$ cat src/rtl/input_event_arbiter_pkg.sv
// Shared types for the input event arbiter.
//   ev_type_t    : queued event kind (KEY, ENTER, BKSP)
//   gate_state_t : keyboard typematic gate state (ARMED, HELD)
//   lowest_set3  : one-hot of the lowest set bit of a 3-bit vector
package input_event_pkg;

    typedef enum logic [1:0] {
        KEY   = 2'd0,
        ENTER = 2'd1,
        BKSP  = 2'd2
    } ev_type_t;

    typedef enum logic {
        ARMED = 1'b0,
        HELD  = 1'b1
    } gate_state_t;

    localparam int EV_TYPE_W = 2;

    // Two's-complement trick: bits & -bits isolates the lowest set bit.
    function automatic logic [2:0] lowest_set3(input logic [2:0] bits);
        logic [2:0] oh;
        oh = bits & (~bits + 3'd1);
        return oh;
    endfunction

endpackage

$ cat src/rtl/input_event_arbiter_if.sv
// Event output handshake between the arbiter (master) and its consumer (slave).
//   ev_valid_out : queue head valid
//   ev_ready_in  : consumer accepts the head
//   ev_type_out  : head event type
//   ev_char_out  : head character (zero for ENTER and BKSP)
interface input_event_arbiter_if
    import input_event_pkg::*;
#(
    parameter int CHAR_W = 16
) ();

    logic              ev_valid_out;
    logic              ev_ready_in;
    ev_type_t          ev_type_out;
    logic [CHAR_W-1:0] ev_char_out;

    modport master (
        output ev_valid_out,
        output ev_type_out,
        output ev_char_out,
        input  ev_ready_in
    );

    modport slave (
        input  ev_valid_out,
        input  ev_type_out,
        input  ev_char_out,
        output ev_ready_in
    );

endinterface

$ cat src/rtl/input_event_arbiter_fifo.sv
// First-word-fall-through event queue.
//   clk, rst_n : clock, asynchronous active-low reset
//   push_req   : write request; push_ok reports whether it was taken
//   pop_req    : consumer pop (ignored when empty)
//   wr_data    : word to write
//   rd_data    : head word, forced to zero when the queue is empty
//   count      : occupancy, not_empty : count != 0
// A full queue still accepts a push in a cycle that also pops.
module event_fifo #(
    parameter int WIDTH = 18,
    parameter int DEPTH = 8
) (
    input  logic                       clk,
    input  logic                       rst_n,
    input  logic                       push_req,
    input  logic                       pop_req,
    input  logic [WIDTH-1:0]           wr_data,
    output logic                       push_ok,
    output logic [WIDTH-1:0]           rd_data,
    output logic [$clog2(DEPTH+1)-1:0] count,
    output logic                       not_empty
);

    localparam int PTR_W = $clog2(DEPTH);
    localparam int CNT_W = $clog2(DEPTH + 1);
    localparam logic [PTR_W-1:0] PTR_ONE  = PTR_W'(1'b1);
    localparam logic [CNT_W-1:0] CNT_ONE  = CNT_W'(1'b1);
    localparam logic [CNT_W-1:0] CNT_FULL = CNT_W'(DEPTH);

    logic [WIDTH-1:0] mem_r [DEPTH];
    logic [PTR_W-1:0] wr_ptr_r;
    logic [PTR_W-1:0] rd_ptr_r;
    logic [CNT_W-1:0] count_r;
    logic             empty_s;
    logic             full_s;
    logic             pop_ok_s;
    logic             push_ok_s;

    // Handshake qualification against the current occupancy.
    always_comb begin
        empty_s   = (count_r == '0);
        full_s    = (count_r == CNT_FULL);
        pop_ok_s  = pop_req && !empty_s;
        push_ok_s = push_req && (!full_s || pop_ok_s);
    end

    // Storage write; contents need no reset because the read side is gated by count.
    always_ff @(posedge clk) begin
        if (push_ok_s) begin
            mem_r[wr_ptr_r] <= wr_data;
        end
    end

    // Pointers and occupancy; pointers wrap naturally since DEPTH is a power of two.
    always_ff @(posedge clk or negedge rst_n) begin
        if (!rst_n) begin
            wr_ptr_r <= '0;
            rd_ptr_r <= '0;
            count_r  <= '0;
        end else begin
            if (push_ok_s) begin
                wr_ptr_r <= wr_ptr_r + PTR_ONE;
            end
            if (pop_ok_s) begin
                rd_ptr_r <= rd_ptr_r + PTR_ONE;
            end
            case ({push_ok_s, pop_ok_s})
                2'b10:   count_r <= count_r + CNT_ONE;
                2'b01:   count_r <= count_r - CNT_ONE;
                default: count_r <= count_r;
            endcase
        end
    end

    // Head presentation, zero while empty.
    always_comb begin
        if (empty_s) begin
            rd_data = '0;
        end else begin
            rd_data = mem_r[rd_ptr_r];
        end
    end

    assign push_ok   = push_ok_s;
    assign count     = count_r;
    assign not_empty = !empty_s;

endmodule

$ cat src/rtl/input_event_arbiter.sv
// Merges keyboard pulses and debounced button levels into one event queue.
//   pixel_clk_in, rst_n_in : clock, asynchronous active-low reset
//   kb_*_in                : one-cycle keyboard pulses, kb_char_in valid with kb_key_in
//   btn_in                 : button levels [0] key, [1] enter, [2] backspace
//   sw_char_in             : character attached to button KEY events
//   ev_if                  : queue head handshake (master side)
//   fifo_count_out         : queue occupancy
//   overflow_out           : sticky, set when an event was refused by a full queue
// Keyboard candidates always win the queue write port; buttons are latched as
// pending bits and drained one per free cycle, lowest index first.
module input_event_arbiter
    import input_event_pkg::*;
#(
    parameter int CHAR_W        = 16,
    parameter int FIFO_DEPTH    = 8,
    parameter bit GATE_ON_BREAK = 1'b1
) (
    input  logic                            pixel_clk_in,
    input  logic                            rst_n_in,
    input  logic                            kb_key_in,
    input  logic                            kb_enter_in,
    input  logic                            kb_bksp_in,
    input  logic                            kb_break_in,
    input  logic [CHAR_W-1:0]               kb_char_in,
    input  logic [2:0]                      btn_in,
    input  logic [CHAR_W-1:0]               sw_char_in,
    input_event_arbiter_if.master           ev_if,
    output logic [$clog2(FIFO_DEPTH+1)-1:0] fifo_count_out,
    output logic                            overflow_out
);

    localparam int EV_W = EV_TYPE_W + CHAR_W;

    gate_state_t       state_r;
    gate_state_t       state_nxt_s;
    logic              kb_any_s;
    logic              kb_break_only_s;
    logic              kb_cand_s;
    ev_type_t          kb_type_s;
    logic [CHAR_W-1:0] kb_char_s;
    logic [2:0]        btn_prev_r;
    logic [2:0]        btn_edge_s;
    logic [2:0]        pend_r;
    logic [2:0]        pend_nxt_s;
    logic [2:0]        drain_oh_s;
    logic              btn_push_s;
    ev_type_t          btn_type_s;
    logic [CHAR_W-1:0] btn_char_s;
    logic              push_req_s;
    logic              push_ok_s;
    logic [EV_W-1:0]   push_data_s;
    logic [EV_W-1:0]   head_s;
    logic              not_empty_s;
    logic              pop_s;
    logic              overflow_r;

    // Keyboard priority select: key > enter > bksp; break only counts when alone.
    always_comb begin
        kb_any_s        = kb_key_in || kb_enter_in || kb_bksp_in;
        kb_break_only_s = kb_break_in && !kb_any_s;
        if (kb_key_in) begin
            kb_type_s = KEY;
            kb_char_s = kb_char_in;
        end else if (kb_enter_in) begin
            kb_type_s = ENTER;
            kb_char_s = '0;
        end else if (kb_bksp_in) begin
            kb_type_s = BKSP;
            kb_char_s = '0;
        end else begin
            kb_type_s = KEY;
            kb_char_s = '0;
        end
    end

    // Gate FSM next state: a taken pulse in HELD is dropped without flagging overflow.
    always_comb begin
        state_nxt_s = state_r;
        kb_cand_s   = 1'b0;
        case (state_r)
            ARMED: begin
                if (kb_any_s) begin
                    kb_cand_s = 1'b1;
                    if (GATE_ON_BREAK) begin
                        state_nxt_s = HELD;
                    end else begin
                        state_nxt_s = ARMED;
                    end
                end else begin
                    state_nxt_s = ARMED;
                end
            end
            HELD: begin
                if (kb_break_only_s) begin
                    state_nxt_s = ARMED;
                end else begin
                    state_nxt_s = HELD;
                end
            end
            default: begin
                state_nxt_s = ARMED;
            end
        endcase
    end

    // Button edge detect and pending drain in cycles the keyboard leaves free.
    always_comb begin
        btn_edge_s = btn_in & ~btn_prev_r;
        if (kb_cand_s) begin
            drain_oh_s = 3'b000;
        end else begin
            drain_oh_s = lowest_set3(pend_r);
        end
        btn_push_s = |drain_oh_s;
        // A drained bit clears even if the queue refuses it.
        pend_nxt_s = (pend_r & ~drain_oh_s) | btn_edge_s;
        case (drain_oh_s)
            3'b010: begin
                btn_type_s = ENTER;
                btn_char_s = '0;
            end
            3'b100: begin
                btn_type_s = BKSP;
                btn_char_s = '0;
            end
            default: begin
                btn_type_s = KEY;
                btn_char_s = sw_char_in;
            end
        endcase
    end

    // Queue write port mux.
    always_comb begin
        push_req_s = kb_cand_s || btn_push_s;
        if (kb_cand_s) begin
            push_data_s = {kb_type_s, kb_char_s};
        end else begin
            push_data_s = {btn_type_s, btn_char_s};
        end
        pop_s = not_empty_s && ev_if.ev_ready_in;
    end

    // Gate state, button history and pending bits; history resets high so held buttons stay silent.
    always_ff @(posedge pixel_clk_in or negedge rst_n_in) begin
        if (!rst_n_in) begin
            state_r    <= ARMED;
            btn_prev_r <= 3'b111;
            pend_r     <= 3'b000;
        end else begin
            state_r    <= state_nxt_s;
            btn_prev_r <= btn_in;
            pend_r     <= pend_nxt_s;
        end
    end

    // Sticky overflow on any refused push.
    always_ff @(posedge pixel_clk_in or negedge rst_n_in) begin
        if (!rst_n_in) begin
            overflow_r <= 1'b0;
        end else if (push_req_s && !push_ok_s) begin
            overflow_r <= 1'b1;
        end else begin
            overflow_r <= overflow_r;
        end
    end

    event_fifo #(
        .WIDTH (EV_W),
        .DEPTH (FIFO_DEPTH)
    ) u_fifo (
        .clk       (pixel_clk_in),
        .rst_n     (rst_n_in),
        .push_req  (push_req_s),
        .pop_req   (pop_s),
        .wr_data   (push_data_s),
        .push_ok   (push_ok_s),
        .rd_data   (head_s),
        .count     (fifo_count_out),
        .not_empty (not_empty_s)
    );

    assign ev_if.ev_valid_out = not_empty_s;
    assign ev_if.ev_type_out  = ev_type_t'(head_s[EV_W-1 -: EV_TYPE_W]);
    assign ev_if.ev_char_out  = head_s[CHAR_W-1:0];
    assign overflow_out       = overflow_r;

endmodule

$ cat src/flat_wrapper.sv
// flat-port wrapper written by rule: the top's interface ports become plain ports
module input_event_arbiter_flat import input_event_pkg::*;
#(
    parameter int CHAR_W        = 16,
    parameter int FIFO_DEPTH    = 8,
    parameter bit GATE_ON_BREAK = 1'b1
)
  (pixel_clk_in, rst_n_in, kb_key_in, kb_enter_in, kb_bksp_in, kb_break_in, kb_char_in, btn_in, sw_char_in, fifo_count_out, overflow_out, ev_if_ev_valid_out, ev_if_ev_type_out, ev_if_ev_char_out, ev_if_ev_ready_in);
  input_event_arbiter_if #(.CHAR_W(CHAR_W)) ev_if_i ();
  input  logic pixel_clk_in;
  input  logic rst_n_in;
  input  logic kb_key_in;
  input  logic kb_enter_in;
  input  logic kb_bksp_in;
  input  logic kb_break_in;
  input  logic [CHAR_W-1:0] kb_char_in;
  input  logic [2:0] btn_in;
  input  logic [CHAR_W-1:0] sw_char_in;
  output logic [$clog2(FIFO_DEPTH+1)-1:0] fifo_count_out;
  output logic overflow_out;
  output wire logic [$bits(ev_if_i.ev_valid_out)-1:0] ev_if_ev_valid_out;
  output wire logic [$bits(ev_if_i.ev_type_out)-1:0] ev_if_ev_type_out;
  output wire logic [$bits(ev_if_i.ev_char_out)-1:0] ev_if_ev_char_out;
  input wire logic [$bits(ev_if_i.ev_ready_in)-1:0] ev_if_ev_ready_in;
  assign ev_if_ev_valid_out = ev_if_i.ev_valid_out;
  assign ev_if_ev_type_out = ev_if_i.ev_type_out;
  assign ev_if_ev_char_out = ev_if_i.ev_char_out;
  assign ev_if_i.ev_ready_in = ev_if_ev_ready_in;
  input_event_arbiter #(.CHAR_W(CHAR_W), .FIFO_DEPTH(FIFO_DEPTH), .GATE_ON_BREAK(GATE_ON_BREAK)) u_core (.pixel_clk_in(pixel_clk_in), .rst_n_in(rst_n_in), .kb_key_in(kb_key_in), .kb_enter_in(kb_enter_in), .kb_bksp_in(kb_bksp_in), .kb_break_in(kb_break_in), .kb_char_in(kb_char_in), .btn_in(btn_in), .sw_char_in(sw_char_in), .ev_if(ev_if_i), .fifo_count_out(fifo_count_out), .overflow_out(overflow_out));
endmodule
$ cat config.mk
export PLATFORM = sky130hd
export DESIGN_NAME = input_event_arbiter_flat
export DESIGN_NICKNAME = d
export VERILOG_FILES = /design/src/rtl/input_event_arbiter_pkg.sv /design/src/rtl/input_event_arbiter_if.sv /design/src/rtl/input_event_arbiter_fifo.sv /design/src/rtl/input_event_arbiter.sv /design/src/flat_wrapper.sv
export SDC_FILE = /design/constraint.sdc
export NUM_CORES = 1
export LEC_CHECK = 0
export ABC_AREA = 0
export BUFFER_PORTS_ARGS = -buffer_cell sky130_fd_sc_hd__buf_2
export CORE_ASPECT_RATIO = 0.6
export CORE_UTILIZATION = 54
export DETAILED_ROUTE_END_ITERATION = 8
export PLACE_DENSITY = 0.83
export SETUP_SLACK_MARGIN = 0.05
export SLEW_MARGIN = 20
export SYNTH_ARGS = -nofsm -noshare
export SYNTH_HDL_FRONTEND = slang
export SYNTH_SLANG_ARGS = --single-unit
$ cat constraint.sdc
create_clock -name pixel_clk_in -period 4.9 [get_ports pixel_clk_in]
set_clock_uncertainty 0.05 [all_clocks]
set_input_delay 0.98 -clock pixel_clk_in [delete_from_list [all_inputs] [get_ports pixel_clk_in]]
set_output_delay 0.98 -clock pixel_clk_in [all_outputs]
set_load 0.03 [all_outputs]
# After elaboration in Yosys (flattened, before gate mapping)
# Memory sizes are Yosys's and may differ from the RTL's.
# Index checks and enable logic that the tools add are counted.
# word_totals
register_bits	18
ramBits	144
inputBits	42
elab_cells	59
memories	1
# classes
add_sub_neg	5
eq_ne	5
mux	16
bitwise	8
reduce_logical	17
# memory_table
memory	words	word_bits	read_ports	rd_ports_with_merged_regs	write_ports	line	rtl
u_core.u_fifo.mem_r	8	18	1	0	1	input_event_arbiter_fifo.sv:30	logic [WIDTH-1:0] mem_r [DEPTH];
# op_table
cell	count
18-bit two-way mux	2
16-bit two-way mux	2
3-bit by 1-bit adder with 3-bit output, second input constant	3
3-bit bitwise AND	3
3-bit inverter	3
4-bit case mux with 2 select lines	1
2-bit two-way mux	3
1-bit logical AND	5
1-bit two-way mux	5
4-bit by 1-bit adder with 4-bit output, second input constant	1
4-bit equality test, second input constant	1
1-bit logical NOT	4
4-bit logical NOT	1
1-bit logical OR	4
2-bit case mux with 2 select lines	1
4-bit by 1-bit subtractor with 4-bit output, second input constant	1
3-bit by 2-bit equality test with 1-bit output, second input constant	1
3-bit equality test, second input constant	1
3-bit two-way mux	1
3-bit OR	1
3-bit OR reduction	1
2-bit by 1-bit equality test with 1-bit output, second input constant	1
2-bit equality test, second input constant	1
1-bit case mux with 2 select lines	1
other kinds (3)	3

# Longest topological paths before layout
# depth
word_depth	10
ltp_mapped	11
mapped_depth_nobuf	11

# By module
# From an unflattened synthesis, not the netlist that was laid out.
# hier_totals
hier_cells	351
area_unflattened_um2	6651.4
# modules_own_cells
module	n_inst	cells_per_inst	area_each_um2	seq_area_each_um2
event_fifo	1	292	6107.1	4574.4
input_event_arbiter	1	59	544.3	203.9

# Worst setup path before layout
# OpenSTA, ideal clock, no wires.
# synth_timing
path_type	input to register
startpoint	input port kb_bksp_in
endpoint	memory u_core.u_fifo.mem_r[0][0], enable pin
arrival_time_ps	3385
path_slack_ps	1025
path_stages	4
path_buffers	0
cell_sequence	nor3_1 o21ai_1 nand2_2 nor4_1
# synth_between
elab_chain_len	9
# synth_rtl
item	line	rtl
from (decl)	flat_wrapper.sv:14	input logic kb_bksp_in;
1-bit logical OR (*)	input_event_arbiter.sv:59	kb_any_s = kb_key_in || kb_enter_in || kb_bksp_in;
1-bit two-way mux (*)	input_event_arbiter.sv:82	if (kb_any_s) begin
1-bit two-way mux (*)	input_event_arbiter.sv:80	case (state_r)
3-bit two-way mux	input_event_arbiter.sv:109	if (kb_cand_s) begin
3-bit OR reduction	input_event_arbiter.sv:114	btn_push_s = |drain_oh_s;
1-bit logical OR (*)	input_event_arbiter.sv:135	push_req_s = kb_cand_s || btn_push_s;
1-bit logical AND (*)	input_event_arbiter_fifo.sv:44	push_ok_s = push_req && (!full_s || pop_ok_s);
1-bit two-way mux (*)	input_event_arbiter_fifo.sv:49	if (push_ok_s) begin
1-bit two-way mux (implied by the code) (*)	input_event_arbiter_fifo.sv:50	mem_r[wr_ptr_r] <= wr_data;
to (decl)	input_event_arbiter_fifo.sv:30	
# Every way passes the cells marked *; elsewhere a longest branch is shown, timed or not.

# Final worst setup path
# layout_timing
startpoint	register u_core.u_fifo.rd_ptr_r[0]
endpoint	output port ev_if_ev_char_out[8]
# layout_between
elab_chain_len	2
# layout_rtl
item	line	rtl
from (decl)	input_event_arbiter_fifo.sv:32	logic [PTR_W-1:0] rd_ptr_r;
from (signal assigned)	input_event_arbiter_fifo.sv:65	rd_ptr_r <= rd_ptr_r + PTR_ONE;
memory read 8 x 18 bit	-	
18-bit two-way mux	input_event_arbiter_fifo.sv:77	if (empty_s) begin
to (decl)	flat_wrapper.sv:23	output wire logic [$bits(ev_if_i.ev_char_out)-1:0] ev_if_ev_char_out;
# No other way between the ends.

==> flow_summary.toml <==
[setup_path]
path_max_fanout = 24
worstPathArrival_ps = 2630
start_kind = "register"
worstPathRequired_ps = 3870
critPathCaptureType = "primary output"
r2r_slack_ps = 1880
critPathKind = "reg2out"

[clock_network]
post_cts_resized = 0
cts_setup_buffers = 0
cts_root_buf = "clkbuf_16"
cts_buffers = 17
cts_tree = "done"
h-tree-depth = 4
postCtsHoldBufs = 0
clock_path_buffers = 2
cts_sinks = 162
insertion_delay_ps = 420
clk_pin_slew_ps = 60

[route]
routed-via-count = 3503
drc = 0
drt-wirelength-per-cell_um = 20.98
dr.pass1.iters = 4
detail-route-antenna-nets = 0
initialDrtViolationCount = 290
via_per_inst = 5.733
routed_wl_um = 12820

[grt]
first_global_vias = 3442
antenna_found_initial = 0
grt_max_degree = 39
gr-usage-met3_pct = 4.811
busiest_layer = "met2"
grt_use_met2_pct = 34.62
globalRouteOverflowTotal = 0
grt_pass1_wl_um = 19700
met1_usage_pct = 32.53
grt_use_total_pct = 22.41

[cells_and_area]
drive_gt1_share_pct = 36.14
n_antenna_cell = 0
fillers = 744
final_common_cell = "edfxtp_1"
final-instance-count-excl-fill = 611
nNetsFinal = 485
areaGrowthSynthToFinish_pct = 17.81
layout_common_cells = "144 x edfxtp_1, 65 x buf_2, 36 x mux4_2"

[run_status]
outcome = "finished, final reports clean"

[timing]
rsz0062_at_grt = "false"
timing.slew.headroom_pct = 39.05
max_freq_mhz = 273.0
period_share_pct = 74.75
final.setup.tns_ps = 0
setup_viol = 0
worst_pin_slew_ps = 904.7
finalHoldViolCount = 0
slew_violations = 0
finalCriticalPeriod_ps = 3663

[logic_synthesis]
synthAdderAreaFrac_pct = 1.061
ys_ff_latch = 162
synth-compound-area-share_pct = 4.130
synth_ff_type = "edfxtp_1"
synth_xor_area_share_pct = 0.9284
synth_top_family_by_area = "multiplexers"
synth_seq_area_share_pct = 72.36
synth_top_area_cell = "edfxtp_1"
ys.warnings.count = 0
postSynthCellCount = 356
synth_area_leaders = "edfxtp_1 65%, mux4_2 12%, dfrtp_1 5.7%"
yosysTopAreaCellShare_pct = 65.48
ys_async_sr_fraction_pct = 11.11
ys_types = 39
synth-edff-count = 144
yosys.area_share.simple_pct = 4.718
netlist_area_mm2 = 0.006604
avgSynthCellArea_um2 = 18.55
syn-num-nets = 403
synthMuxAreaShare_pct = 15.18

[floorplan]
row_count = 30
io_pins = 66
die-area_mm2 = 0.01269
start_util_pct = 56.94
die_y_um = 87.66
die_w_um = 144.8
core_area_mm2 = 0.01160

[placement]
place_congestion = 0.8455
numPortBuffers = 65
place_inst = 579
dp_hpwl_um = 7519

[power_and_ir_drop]
leakage_nw = 2.834
peakVddDrop_mv = 0.2947
p_per_area_mw_per_mm2 = 661.5

[min_path]
hold_class = "reg2reg"

[flow_run]
cap_viol_max_count = 0
## cells in the mapped netlist (2+ instances only)
library cell	number
inv_1	9
buf_2	8
o21ai_0	7
nor3_1	8
buf_1	3
and3_1	2
a21o_1	3
dfstp_2	3
edfxtp_1	144
nand2_2	2
nor2b_1	2
xnor2_1	7
a22o_1	16
nor2_1	29
nand2b_1	2
mux4_2	36
clkbuf_1	6
o22ai_1	2
mux2i_1	18
nand2_1	10
dfrtp_1	15
ha_1	4
nand3_1	4
## routing by layer
metal | up-vias | share of wire (%)
met5 | - | 0
li1 | 1591 | -
met1 | 1790 | 44
met3 | 5 | 7.9
met2 | 117 | 48
met4 | 0 | 0.37
## report_power, final
| part | switching [mW] | internal (mW) | total, mW |
|---|---|---|---|
| Combinational | 1.08 | 0.718 | 1.80 |
| Sequential | 0.183 | 1.87 | 2.05 |
| Clock | 0.545 | 0.755 | 1.30 |
## registers in the layout, indices dropped and copies added (netlist names)
name	count
u_core.btn_prev_r	3
u_core.overflow_out	1
u_core.pend_r	3
u_core.state_r	1
u_core.u_fifo.count	4
u_core.u_fifo.mem_r	144
u_core.u_fifo.rd_ptr_r	3
u_core.u_fifo.wr_ptr_r	3
## path summary, 6_finish.rpt
path                                                            start                            endpoint  depth (start not counted)
worst min register to register        u_core.overflow_out$_DFFE_PN0P_     u_core.overflow_out$_DFFE_PN0P_                          1
worst max register to register     u_core.u_fifo.count[0]$_DFFE_PN0P_  u_core.u_fifo.count[3]$_DFFE_PN0P_                         12
min in group asynchronous                                    rst_n_in          u_core.pend_r[0]$_DFF_PN0_                          1
worst min-delay path                  u_core.overflow_out$_DFFE_PN0P_     u_core.overflow_out$_DFFE_PN0P_                          1
worst max-delay path            u_core.u_fifo.rd_ptr_r[0]$_DFFE_PN0P_                ev_if_ev_char_out[8]                          5
max in group asynchronous                                    rst_n_in      u_core.btn_prev_r[2]$_DFF_PN1_                          1
## cell families after synthesis
logic type / after synthesis
mux: 55
flops: 162
simple gates: 66
compound gates: 35
buf+inv: 26
fa+ha+maj: 5
xor+xnor: 7
## critical path, stage by stage (launching register included)
cell and delay [ps]:
dfrtp_2 880, buf_4 360, mux4_2 550, mux2i_1 160, nor2_1 60, buf_2 180
## through the flow
step           setup WS (ps)  hold WS (ps)  cell area, µm²  power (mW)  utilization, %
2_1_floorplan           1025         438.8            6604       3.344               -
3_3_place_gp            1560         392.0            7196       3.817           62.04
3_5_place_dp            1450         392.8            7196       3.883           62.04
4_1_cts                 1153         406.7            7780       5.193           67.08
5_1_grt                 1013         443.0            7780       5.406           67.08
6_report                1237         402.5            7780       5.146           67.08
## final cells by class
cell class / instances / area [µm²] / area share (%)
Sequential cell: 162 / 4780 / 61.43
Multi-Input combinational cell: 168 / 1744 / 22.42
Timing Repair Buffer: 80 / 437.9 / 5.629
Clock buffer: 17 / 425.4 / 5.468
Tap cell: 160 / 200.2 / 2.573
Clock inverter: 15 / 158.9 / 2.042
Inverter: 9 / 33.78 / 0.4342
(Power assumes the default switching activity.)
